`src/rtl/extractor_decenas_pkg.sv`:
```
// Shared constants and state encoding for the tens-digit extractor.
// Optional range check is enabled with the DEC_RANGO_CHK_EN macro.
package extractor_decenas_pkg;

    localparam logic [7:0] DIEZ            = 8'd10;
    localparam logic [7:0] MAX_DOS_DIGITOS = 8'd99;

    typedef enum logic [1:0] {
        IDLE  = 2'd0,
        RESTA = 2'd1,
        FIN   = 2'd2
    } estado_t;

endpackage

```
`src/rtl/extractor_decenas_restador.sv`:
```
// Plain unsigned subtractor used for the per-iteration resto - DIEZ step.
module Restador8bits #(
    parameter int ANCHO = 8
) (
    input  logic [ANCHO-1:0] IN1,
    input  logic [ANCHO-1:0] IN2,
    output logic [ANCHO-1:0] OUT
);

    assign OUT = IN1 - IN2;

endmodule

```
`src/rtl/extractor_decenas.sv`:
```
// Sequential tens extractor: counts how many times DIVISOR fits in the captured value.
// Define DEC_RANGO_CHK_EN to reject inputs above 99 and expose err_rango.
module extractor_decenas
    import extractor_decenas_pkg::*;
#(
    parameter int ANCHO   = 8,
    parameter int DIVISOR = 10
) (
    input  logic             clk,
    input  logic             rst_n,
    input  logic             start,
    input  logic [ANCHO-1:0] in_valor,
    output logic             busy,
    output logic             done,
    output logic [ANCHO-1:0] decenas,
`ifdef DEC_RANGO_CHK_EN
    output logic             err_rango,
`endif
    output logic [ANCHO-1:0] valor_orig
);

    localparam logic [ANCHO-1:0] DIV_W = ANCHO'(DIVISOR);

    estado_t          estado_q, estado_d;
    logic [ANCHO-1:0] resto_q, resto_d;
    logic [ANCHO-1:0] cnt_q, cnt_d;
    logic [ANCHO-1:0] valor_lat_q, valor_lat_d;
    logic [ANCHO-1:0] decenas_q, decenas_d;
    logic [ANCHO-1:0] valor_orig_q, valor_orig_d;
    logic [ANCHO-1:0] resto_menos;

    Restador8bits #(.ANCHO(ANCHO)) u_restador (
        .IN1 (resto_q),
        .IN2 (DIV_W),
        .OUT (resto_menos)
    );

`ifdef DEC_RANGO_CHK_EN
    logic err_q, err_d;
    logic err_pend_q, err_pend_d;

    always_ff @(posedge clk or negedge rst_n) begin
        if (!rst_n) begin
            err_q      <= 1'b0;
            err_pend_q <= 1'b0;
        end else begin
            err_q      <= err_d;
            err_pend_q <= err_pend_d;
        end
    end

    assign err_rango = err_q;
`endif

    always_ff @(posedge clk or negedge rst_n) begin
        if (!rst_n) begin
            estado_q     <= IDLE;
            resto_q      <= '0;
            cnt_q        <= '0;
            valor_lat_q  <= '0;
            decenas_q    <= '0;
            valor_orig_q <= '0;
        end else begin
            estado_q     <= estado_d;
            resto_q      <= resto_d;
            cnt_q        <= cnt_d;
            valor_lat_q  <= valor_lat_d;
            decenas_q    <= decenas_d;
            valor_orig_q <= valor_orig_d;
        end
    end

    always_comb begin
        estado_d     = estado_q;
        resto_d      = resto_q;
        cnt_d        = cnt_q;
        valor_lat_d  = valor_lat_q;
        decenas_d    = decenas_q;
        valor_orig_d = valor_orig_q;
`ifdef DEC_RANGO_CHK_EN
        err_d        = err_q;
        err_pend_d   = err_pend_q;
`endif
        case (estado_q)
            IDLE: begin
                if (start) begin
                    resto_d     = in_valor;
                    cnt_d       = '0;
                    valor_lat_d = in_valor;
                    estado_d    = RESTA;
`ifdef DEC_RANGO_CHK_EN
                    err_d       = 1'b0;
                    err_pend_d  = 1'b0;
                    // Out-of-range: zeroed operands fall straight through RESTA,
                    // keeping the 2-cycle done latency with zero results.
                    if (in_valor > ANCHO'(MAX_DOS_DIGITOS)) begin
                        resto_d     = '0;
                        valor_lat_d = '0;
                        err_pend_d  = 1'b1;
                    end
`endif
                end
            end
            RESTA: begin
                if (resto_q >= DIV_W) begin
                    resto_d = resto_menos;
                    cnt_d   = cnt_q + ANCHO'(1);
                end else begin
                    decenas_d    = cnt_q;
                    valor_orig_d = valor_lat_q;
                    estado_d     = FIN;
`ifdef DEC_RANGO_CHK_EN
                    err_d        = err_pend_q;
`endif
                end
            end
            FIN: begin
                estado_d = IDLE;
            end
            default: begin
                estado_d = IDLE;
            end
        endcase
    end

    assign busy       = (estado_q != IDLE);
    assign done       = (estado_q == FIN);
    assign decenas    = decenas_q;
    assign valor_orig = valor_orig_q;

endmodule

```
`config.mk`:
```
export PLATFORM = sky130hd
export DESIGN_NAME = extractor_decenas
export DESIGN_NICKNAME = d
export VERILOG_FILES = /design/src/rtl/extractor_decenas_pkg.sv /design/src/rtl/extractor_decenas_restador.sv /design/src/rtl/extractor_decenas.sv
export SDC_FILE = /design/constraint.sdc
export NUM_CORES = 1
export LEC_CHECK = 0
export BUFFER_PORTS_ARGS = -buffer_cell sky130_fd_sc_hd__buf_2
export CAP_MARGIN = 20
export CORE_MARGIN = 2
export CORE_UTILIZATION = 47
export CTS_BUF_LIST = sky130_fd_sc_hd__clkbuf_8 sky130_fd_sc_hd__clkbuf_16
export DETAILED_ROUTE_END_ITERATION = 8
export HOLD_SLACK_MARGIN = 0.06
export PLACE_DENSITY = 0.77
export SYNTH_ARGS = -nofsm -noshare
export SYNTH_HDL_FRONTEND = slang
export SYNTH_SLANG_ARGS = --single-unit
```
`constraint.sdc`:
```
create_clock -name clk -period 4.8 [get_ports clk]
set_clock_uncertainty 0.05 [all_clocks]
set_input_delay 0.96 -clock clk [delete_from_list [all_inputs] [get_ports clk]]
set_output_delay 0.96 -clock clk [all_outputs]
set_load 0.01 [all_outputs]
```
==> key figures, run 1 <==
Status
  – Outcome: complete, no violations

Finish
  – Post-layout nets: 218
  – Layout cells sized above 1: 27.80%
  – Area growth syn-to-layout: 11.14%
  – Diode count: 0
  – Utilization after layout: 54.84%
  – Design area: 2210 µm²

Timing
  – Final worst slack: 2460 ps
  – Period utilization: 48.75%
  – Worst-margin pin slew: 914.5 ps
  – Fmax: 427.3 MHz
  – Final setup violation count: 0
  – Final Slew Violations: 0
  – Worst relative slew slack: 39.03%
  – Setup repair after global routing missed its margin: false
  – Fin. Hold Viols: 0
  – Post-Route Setup TNS: 0 ps
  – Final Critical Period: 2340 ps

Drt
  – First-pass DRT Iterations: 4
  – Routed length per instance: 14.83 µm
  – DR vias/cell: 5.525
  – Drt initial violations: 67
  – Vias: 1409
  – Remaining DRCs: 0
  – Post-Route WL: 3.781 mm
  – Final ANT Viol Nets: 0

Setup path
  – Cells on worst reg2reg path: 4
  – R2R Path Start: estado_q[0]$_DFFE_PN0P_
  – Startpoint type of the worst setup path: flop
  – Worst R2R End: decenas[4]$_DFFE_PN0P_
  – CP Max Fanout: 16
  – Cell breakdown of the critical path: or2_2 -> buf_2
  – Setup CP Type: reg2out
  – Critical Path AT: 1330 ps
  – Worst path slowest cell: dfrtp_1
  – Worst Setup End Kind: output port
  – CP required: 3790 ps
  – Reg-to-reg setup timing slack: 2480 ps
  – Worst path max stage delay: 540 ps

Yosys
  – Seq cells post-synth: 42
  – Post-Syn Nets: 190
  – Post-synth EDFFs: 0
  – Mean post-synth cell area: 11.23 µm²
  – Top FF cell, synth: dfrtp_1
  – Ys async rst share: 100.0%
  – Top cells by area, synth: dfrtp_1, nand2_1, mux2_4
  – Post-Synthesis Cells: 177
  – Post-Syn Area: 1988 µm²
  – Top-area cell type share of the netlist area: 52.86%
  – Library cells used by synthesis: 38
  – Synth Warn #: 0
  – Leading area contributor after synthesis: dfrtp_1
  – Sequential fraction of the synthesis area: 52.86%

GRT
  – Met2 usage: 28.53%
  – Largest net degree at the start of global routing: 43
  – Total grt overflow: 0
  – Vias in the first global route: 1407
  – Initial antenna violation count: 0
  – GRT Resource Usage Total: 18.01%
  – GR Util met1: 23.63%
  – Top Usage Layer GRT: met2
  – First-pass GRT wire length: 6.768 mm
  – Routing usage on met3: 4.678%

Clocking
  – Reg clk slew, reported paths: 70 ps
  – Number of buffers created by CTS: 5
  – Root buffer cell: clkbuf_8
  – H-tree depth: 2
  – Setup Buffers After CTS: 0
  – Clock Tree Buf Depth: 2
  – Clk sinks: 42
  – Post-cts resize count: 0
  – Clk_lat worst skew: 290 ps
  – # hold bufs at CTS: 0
  – CTS tree: done

Placement
  – IO buf count: 28
  – Area after DPL: 2133 µm²
  – Dpl hpwl: 2.617 mm
  – GP Congestion: 0.8653
  – Dpl ws: 2498 ps

Job
  – Max_cap viols: 0

Pwr
  – Leak: 1.115 nW
  – PD cells: 689.3 nW/µm²
  – Max IR drop VDD: 0.3314 mV

Floorplan
  – Total die area: 4767 µm²
  – Num rows: 23
  – Initial Util: 49.35%
  – Die height: 69.04 µm
  – Core area: 4029 µm²
  – IO Pins: 29
  – Die X: 69.04 µm

Hold path
  – Min-delay src: valor_lat_q[1]$_DFFE_PN0P_
  – Hold-critical path depth: 2
  – Min-delay worst type: reg2reg
  – Hold EP: valor_lat_q[1]$_DFFE_PN0P_
[registers in the layout (all words and copies together) (netlist names)]
| name | count |
|---|---|
| valor_orig | 8 |
| decenas | 8 |
| resto_q | 8 |
| cnt_q | 8 |
| valor_lat_q | 8 |
| estado_q | 2 |
[worst max-delay path, delay by kind of cell, from the launching register on]
kind,cells,cell delay (ps)
flip-flops,1,540
buffers and inverters,1,140
AND/OR/NAND/NOR,1,360
[synthesized netlist by cell type, drive strengths merged, types with 2 or more instances]
cell type  count
a31oi          2
nor2b          3
nand2b         5
inv            5
a2bb2oi        3
or2            3
o21ai          7
or4            6
a21oi          4
nand3          8
clkbuf         4
nor2           4
dfrtp         42
buf            3
o211ai         4
nand2         37
mux2          16
mux2i          3
ha             2
[placed cells by master (no fill, tap or decap), drive strengths merged, types with 3 or more instances in the layout]
cell     instances
nand3            8
a21oi            4
clkbuf           5
nor2b            3
o211ai           4
mux2i            3
inv              7
or4              6
nand2b           5
or2              3
a2bb2oi          3
dfrtp           42
buf             28
nor2             4
mux2            16
o21ai            7
nand2           37
[stage by stage]
step	hold WS (ps)	power, W	instances
3_5_place_dp	408.4	0.001329	248
5_1_grt	443.0	0.001660	255
6_report	425.0	0.001523	255
3_3_place_gp	403.9	0.001297	248
2_1_floorplan	388.1	0.001153	177
4_1_cts	426.3	0.001537	255
[kinds of logic after synthesis]
family	Yosys count	synth area share, %
fa+ha+maj	2	1.258
simple gates	71	18.38
compound gates	31	11.39
buf+inv	12	3.839
flops	42	52.86
mux	19	12.27
[report_power, final]
group | switching (W) | internal (W)
sequential | 0.000139 | 0.000523
clock | 0.000110 | 0.0000958
combinational | 0.000340 | 0.000314
[per-layer routing]
layer / vias up / part of all wire, %
li1: 681 / -
met1: 695 / 47
met2: 29 / 47
met3: 4 / 4.6
met4: 0 / 1.3
met5: - / 0
[worst max-delay path by stage]
| stage | startpoint | endpoint | slack [ps] | cells after the start |
|---|---|---|---|---|
| 6_report | estado_q[0]$_DFFE_PN0P_ | busy | 2460 | 2 |
| 3_3_place_gp | estado_q[0]$_DFFE_PN0P_ | decenas[0]$_DFFE_PN0P_ | 2540 | 4 |
| 4_1_cts | estado_q[0]$_DFFE_PN0P_ | busy | 2450 | 2 |
| 2_1_floorplan | resto_q[5]$_DFFE_PN0P_ | decenas[0]$_DFFE_PN0P_ | 2660 | 6 |
| 3_5_place_dp | estado_q[0]$_DFFE_PN0P_ | decenas[4]$_DFFE_PN0P_ | 2500 | 4 |
| 5_1_grt | estado_q[0]$_DFFE_PN0P_ | valor_orig[5]$_DFFE_PN0P_ | 2380 | 4 |
[layout make-up]
| class | count | area, µm² |
|---|---|---|
| Fill cell | 362 | 1819 |
| Sequential cell | 42 | 1051 |
| Multi-Input combinational cell | 123 | 860.8 |
| Timing Repair Buffer | 28 | 140.1 |
| Clock buffer | 5 | 68.82 |
| Tap cell | 50 | 62.56 |
| Inverter | 5 | 18.77 |
| Clock inverter | 2 | 7.507 |
Power figures use the tool's default switching activity.
==> run 2, diff against run 1 <==
==> constraint.sdc (replaced) <==
create_clock -name clk -period 2.3 [get_ports clk]
set_clock_uncertainty 0.05 [all_clocks]
set_input_delay 0.46 -clock clk [delete_from_list [all_inputs] [get_ports clk]]
set_output_delay 0.46 -clock clk [all_outputs]
set_load 0.01 [all_outputs]
==> run 2 against run 1 <==
Effect of this change:
- critical path type is now reg2reg
- critical path depth up 1
- core utilization grew 2.4 points
- final cell count up 3.9%
- worst hold slack worse by 360 ps
- sequential power grew 100%
- first-iteration DRC count grew 33%
- clock power grew 130%
- register-to-register slack worse by 2300 ps
- worst setup slack worse by 2300 ps
==> key figures, run 2 (synthesis gave the netlist of run 1 again) <==
Finish
  – Diode count: 0
  – Post-layout nets: 227
  – Layout cells sized above 1: 31.63%
  – Design area: 2305 µm²
  – Commonest cells after routing, fill and taps aside: dfrtp_1, nand2_1, buf_2, mux2_4
  – Area growth syn-to-layout: 15.92%
  – Most common cell after layout, fill and taps aside: dfrtp_1

Clocking
  – Setup Buffers After CTS: 0
  – Post-cts resize count: 0
  – Clock Tree Buf Depth: 2
  – H-tree depth: 2
  – Clk sinks: 42
  – # hold bufs at CTS: 0
  – Reg clk slew, reported paths: 80 ps
  – Clk_lat worst skew: 290 ps
  – Root buffer cell: clkbuf_8
  – CTS tree: done
  – Number of buffers created by CTS: 5

Placement
  – GP Congestion: 0.8573
  – Dpl hpwl: 2.705 mm
  – IO buf count: 28
  – Dpl ws: 213.4 ps
  – Area after DPL: 2213 µm²

Pwr
  – PD cells: 1446 nW/µm²
  – Max IR drop VDD: 0.7136 mV
  – Leak: 1.170 nW
  – Total power: 0.003332 W

Setup path
  – Worst path slowest cell: or4_4
  – Startpoint type of the worst setup path: flop
  – Critical Path AT: 2230 ps
  – Reg-to-reg setup timing slack: 200 ps
  – Cell breakdown of the critical path: or3_1 -> or4_4 -> mux2_4
  – Worst R2R End: decenas[4]$_DFFE_PN0P_
  – CP bufs+invs: 0
  – CP Max Fanout: 17
  – Worst Setup End Kind: flop
  – Setup CP Type: reg2reg
  – Worst path max stage delay: 720 ps
  – Cells on worst reg2reg path: 3
  – R2R Path Start: resto_q[4]$_DFFE_PN0P_
  – Levels on crit path: 3
  – CP required: 2430 ps
  – CP delay by family, top: simple AND/OR/NAND/NOR gates

Drt
  – Final ANT Viol Nets: 0
  – DR vias/cell: 5.381
  – First-pass DRT Iterations: 4
  – Met2 routed WL: 1.901 mm
  – Remaining DRCs: 0
  – Routed length per instance: 14.66 µm
  – Vias: 1426
  – Post-Route WL: 3.884 mm
  – DR top layer: met4
  – Metal-1 WL: 1.790 mm
  – Met3 WL: 155 µm
  – Drt initial violations: 89

GRT
  – First-pass GRT wire length: 6.989 mm
  – Largest net degree at the start of global routing: 23
  – GRT Resource Usage Total: 18.38%
  – Total grt overflow: 0
  – Vias in the first global route: 1469
  – Initial antenna violation count: 0

Hold path
  – Min-delay worst type: in2async

Floorplan
  – Total die area: 4767 µm²
  – Die X: 69.04 µm
  – Die height: 69.04 µm
  – Core area: 4029 µm²
  – Initial Util: 49.35%
  – Num rows: 23
  – IO Pins: 29

Timing
  – Worst-margin pin slew: 482.8 ps
  – Fin. Hold Viols: 0
  – Fmax: 475.7 MHz
  – Period utilization: 91.40%
  – Final Slew Violations: 0
  – Post-Route Setup TNS: 0 ps
  – Hold Slack: 66.91 ps
  – Setup repair after global routing missed its margin: false
  – Worst relative slew slack: 67.82%
  – Final worst slack: 197.7 ps
  – Final setup violation count: 0
  – Final Critical Period: 2102 ps

Status
  – Outcome: complete, no violations

Job
  – Max_cap viols: 0
[run 2: where the power goes]
part	leakage [nW]	total (W)	switching (W)	internal [W]
sequential	0.526	0.00135	0.000259	0.00109
clock	0.0524	0.000480	0.000242	0.000238
combinational	0.592	0.00150	0.000761	0.000739
total	1.17	0.00333	0.00126	0.00207
[run 2: cell type report]
type                            count  area, µm²
Fill cell                         359       1724
Clock buffer                        6      82.58
Clock inverter                      2      8.758
Multi-Input combinational cell    123      860.8
Sequential cell                    42       1051
Inverter                            5      18.77
Tap cell                           50      62.56
Timing Repair Buffer               37      220.2
[run 2: worst max path at each step]
| stage | slack, ps | to | from |
|---|---|---|---|
| after floorplan | 160 | decenas[0]$_DFFE_PN0P_ | resto_q[5]$_DFFE_PN0P_ |
| after global placement | 270 | decenas[1]$_DFFE_PN0P_ | resto_q[5]$_DFFE_PN0P_ |
| after detailed placement | 210 | decenas[4]$_DFFE_PN0P_ | resto_q[4]$_DFFE_PN0P_ |
| after CTS | 200 | decenas[4]$_DFFE_PN0P_ | resto_q[5]$_DFFE_PN0P_ |
| after global routing | 140 | decenas[4]$_DFFE_PN0P_ | resto_q[5]$_DFFE_PN0P_ |
| final | 200 | decenas[4]$_DFFE_PN0P_ | resto_q[4]$_DFFE_PN0P_ |
[run 2: metrics by stage]
stage          util (%)  instances
2_1_floorplan         -        177
5_1_grt           57.21        265
3_5_place_dp      54.94        257
6_report          57.21        265
4_1_cts           57.21        265
3_3_place_gp      54.94        257
[run 2: layer usage]
layer  vias up  track usage (%)
li1        707                -
met1       681            24.00
met2        34            29.27
met3         4            5.556
met4         0            6.100
met5         -                0
==> run 3, diff against run 2 <==
--- a/config.mk
+++ b/config.mk
@@ -13,6 +13,7 @@
 export DETAILED_ROUTE_END_ITERATION = 8
 export HOLD_SLACK_MARGIN = 0.06
 export PLACE_DENSITY = 0.77
+export SETUP_SLACK_MARGIN = 0.4
 export SYNTH_ARGS = -nofsm -noshare
 export SYNTH_HDL_FRONTEND = slang
 export SYNTH_SLANG_ARGS = --single-unit
==> run 3 against run 2 <==
Effect of this change:
- total power is 3.7% higher
- via count grew 3.6%
- count of clock-buffer cells in the layout shrank 1
- final cell count grew 1.1%
- register-to-register slack better by 190 ps
- clock power fell by 12%
- core utilization rose by 1.5 points
- sequential power barely moved
- die area stayed put
- largest cell class unchanged
==> key figures, run 3 (synthesis gave the netlist of run 1 again) <==
Floorplan
  – Die X: 69.04 µm
  – Core area: 4029 µm²
  – Total die area: 4767 µm²
  – IO Pins: 29
  – Die height: 69.04 µm
  – Num rows: 23
  – Initial Util: 49.35%

Setup path
  – CP Max Fanout: 8
  – Cell breakdown of the critical path: or3_4 -> o41a_4 -> a311oi_2 -> a21oi_1
  – CP delay by family, top: compound AO/OA/AOI/OAI gates
  – Reg-to-reg setup timing slack: 390 ps
  – Worst path max stage delay: 510 ps
  – CP required: 2410 ps
  – Worst Setup End Kind: flop
  – CP bufs+invs: 0
  – Worst path slowest cell: o41a_4
  – Cells on worst reg2reg path: 4
  – Critical Path AT: 2020 ps
  – R2R Path Start: resto_q[4]$_DFFE_PN0P_
  – Setup CP Type: reg2reg
  – Startpoint type of the worst setup path: flop
  – Worst R2R End: resto_q[5]$_DFFE_PN0P_

Finish
  – Reg area: 1052 µm²
  – Multi-input combinational cell area: 918.4 µm²
  – Layout cells sized above 1: 34.86%
  – Diode count: 0
  – Post-layout nets: 231
  – Fillers: 352
  – Most common cell after layout, fill and taps aside: dfrtp_1
  – Design area: 2364 µm²
  – Final cell count without fillers: 268
  – Commonest cells after routing, fill and taps aside: dfrtp_1, nand2_1, buf_2, buf_4, mux2_4
  – Area growth syn-to-layout: 18.88%

Clocking
  – Number of buffers created by CTS: 5
  – # hold bufs at CTS: 0
  – H-tree depth: 2
  – Clock Tree Buf Depth: 2
  – Clk sinks: 42
  – Root buffer cell: clkbuf_8
  – Clk_lat worst skew: 290 ps
  – CTS tree: done
  – Reg clk slew, reported paths: 70 ps

Drt
  – First-pass DRT Iterations: 4
  – Vias: 1477
  – DR vias/cell: 5.511
  – Routed length per instance: 15.22 µm
  – Final ANT Viol Nets: 0
  – Remaining DRCs: 0
  – Drt initial violations: 73
  – Post-Route WL: 4.080 mm

Timing
  – Fmax: 523.7 MHz
  – Period utilization: 83.03%
  – Fin. Hold Viols: 0
  – Final Critical Period: 1910 ps
  – Final Slew Violations: 0
  – Setup repair after global routing missed its margin: true
  – Post-Route Setup TNS: 0 ps
  – Worst relative slew slack: 65.21%
  – Final setup violation count: 0
  – Worst-margin pin slew: 521.9 ps

Pwr
  – Internal: 0.002120 W
  – Max IR drop VDD: 0.7051 mV
  – Sw Ratio: 38.64%
  – NetSw: 0.001335 W
  – Combinational share of power: 48.0%
  – Leak: 1.191 nW
  – Clock Power Share: 12.2%
  – Share of power burned in registers: 39.8%
  – PD cells: 1462 nW/µm²

GRT
  – Vias in the first global route: 1451
  – Largest net degree at the start of global routing: 23
  – Initial antenna violation count: 0
  – GRT Resource Usage Total: 18.70%
  – First-pass GRT wire length: 7.051 mm
  – Total grt overflow: 0

Placement
  – GP Congestion: 0.9376
  – IO buf count: 28
  – Area after DPL: 2201 µm²
  – Dpl hpwl: 2.678 mm
  – # placed instances: 255

Status
  – Outcome: complete, no violations

Hold path
  – Min-delay worst type: in2async

Job
  – Max_cap viols: 0
==> run 3: how the worst max path moves through the flow <==
| stage | startpoint | endpoint | slack [ps] | cells past startpoint |
|---|---|---|---|---|
| 3_5_place_dp | resto_q[1]$_DFFE_PN0P_ | decenas[3]$_DFFE_PN0P_ | 230 | 4 |
| 3_3_place_gp | resto_q[4]$_DFFE_PN0P_ | decenas[0]$_DFFE_PN0P_ | 260 | 3 |
| 2_1_floorplan | resto_q[4]$_DFFE_PN0P_ | decenas[0]$_DFFE_PN0P_ | 260 | 6 |
| 4_1_cts | resto_q[4]$_DFFE_PN0P_ | resto_q[5]$_DFFE_PN0P_ | 400 | 4 |
| 5_1_grt | resto_q[2]$_DFFE_PN0P_ | cnt_q[7]$_DFFE_PN0P_ | 360 | 5 |
| 6_report | resto_q[4]$_DFFE_PN0P_ | resto_q[5]$_DFFE_PN0P_ | 390 | 4 |
==> run 3: layer usage <==
metal / vias up / GRT usage, % / share of wire (%)
li1: 716 / - / -
met1: 717 / 25.41 / 46
met2: 33 / 28.42 / 47
met3: 11 / 5.556 / 4.5
met4: 0 / 6.972 / 2.4
met5: - / 0 / 0
==> run 3: power groups by stage <==
stage / combinational (W) / sequential (W) / clock, W
after floorplan: 0.00103 / 0.00138 / 0
after global placement: 0.00145 / 0.00135 / 0
after detailed placement: 0.00148 / 0.00136 / 0
after CTS: 0.00159 / 0.00136 / 0.000431
after global routing: 0.00182 / 0.00143 / 0.000479
final: 0.00166 / 0.00137 / 0.000422
==> run 3: final cells by class <==
type	instances	share of cell area [%]
sequential	42	44.52
inverter	5	0.7941
clock inverter	2	0.3176
multi-input combinational	125	38.86
tap	50	2.647
clock buffer	5	2.912
timing repair buffer	39	9.952
==> run 3: per-stage QoR <==
step / total power, W / hold WS [ps] / setup WS (ps) / utilization [%]
6_report: 0.003455 / 89.70 / 390.3 / 58.66
4_1_cts: 0.003380 / 104.4 / 402.1 / 57.76
5_1_grt: 0.003735 / 117.0 / 359.6 / 58.66
3_3_place_gp: 0.002799 / 406.3 / 263.3 / 54.63
2_1_floorplan: 0.002410 / 114.4 / 263.8 / -
3_5_place_dp: 0.002848 / 413.7 / 230.0 / 54.63
==> run 3: what timing repair did <==
item                       CTS  global route
gates cloned                 2             0
setup endpoints to repair   19            21
setup buffers                1             3
pin swaps                    2             1
gates resized for setup      6             4
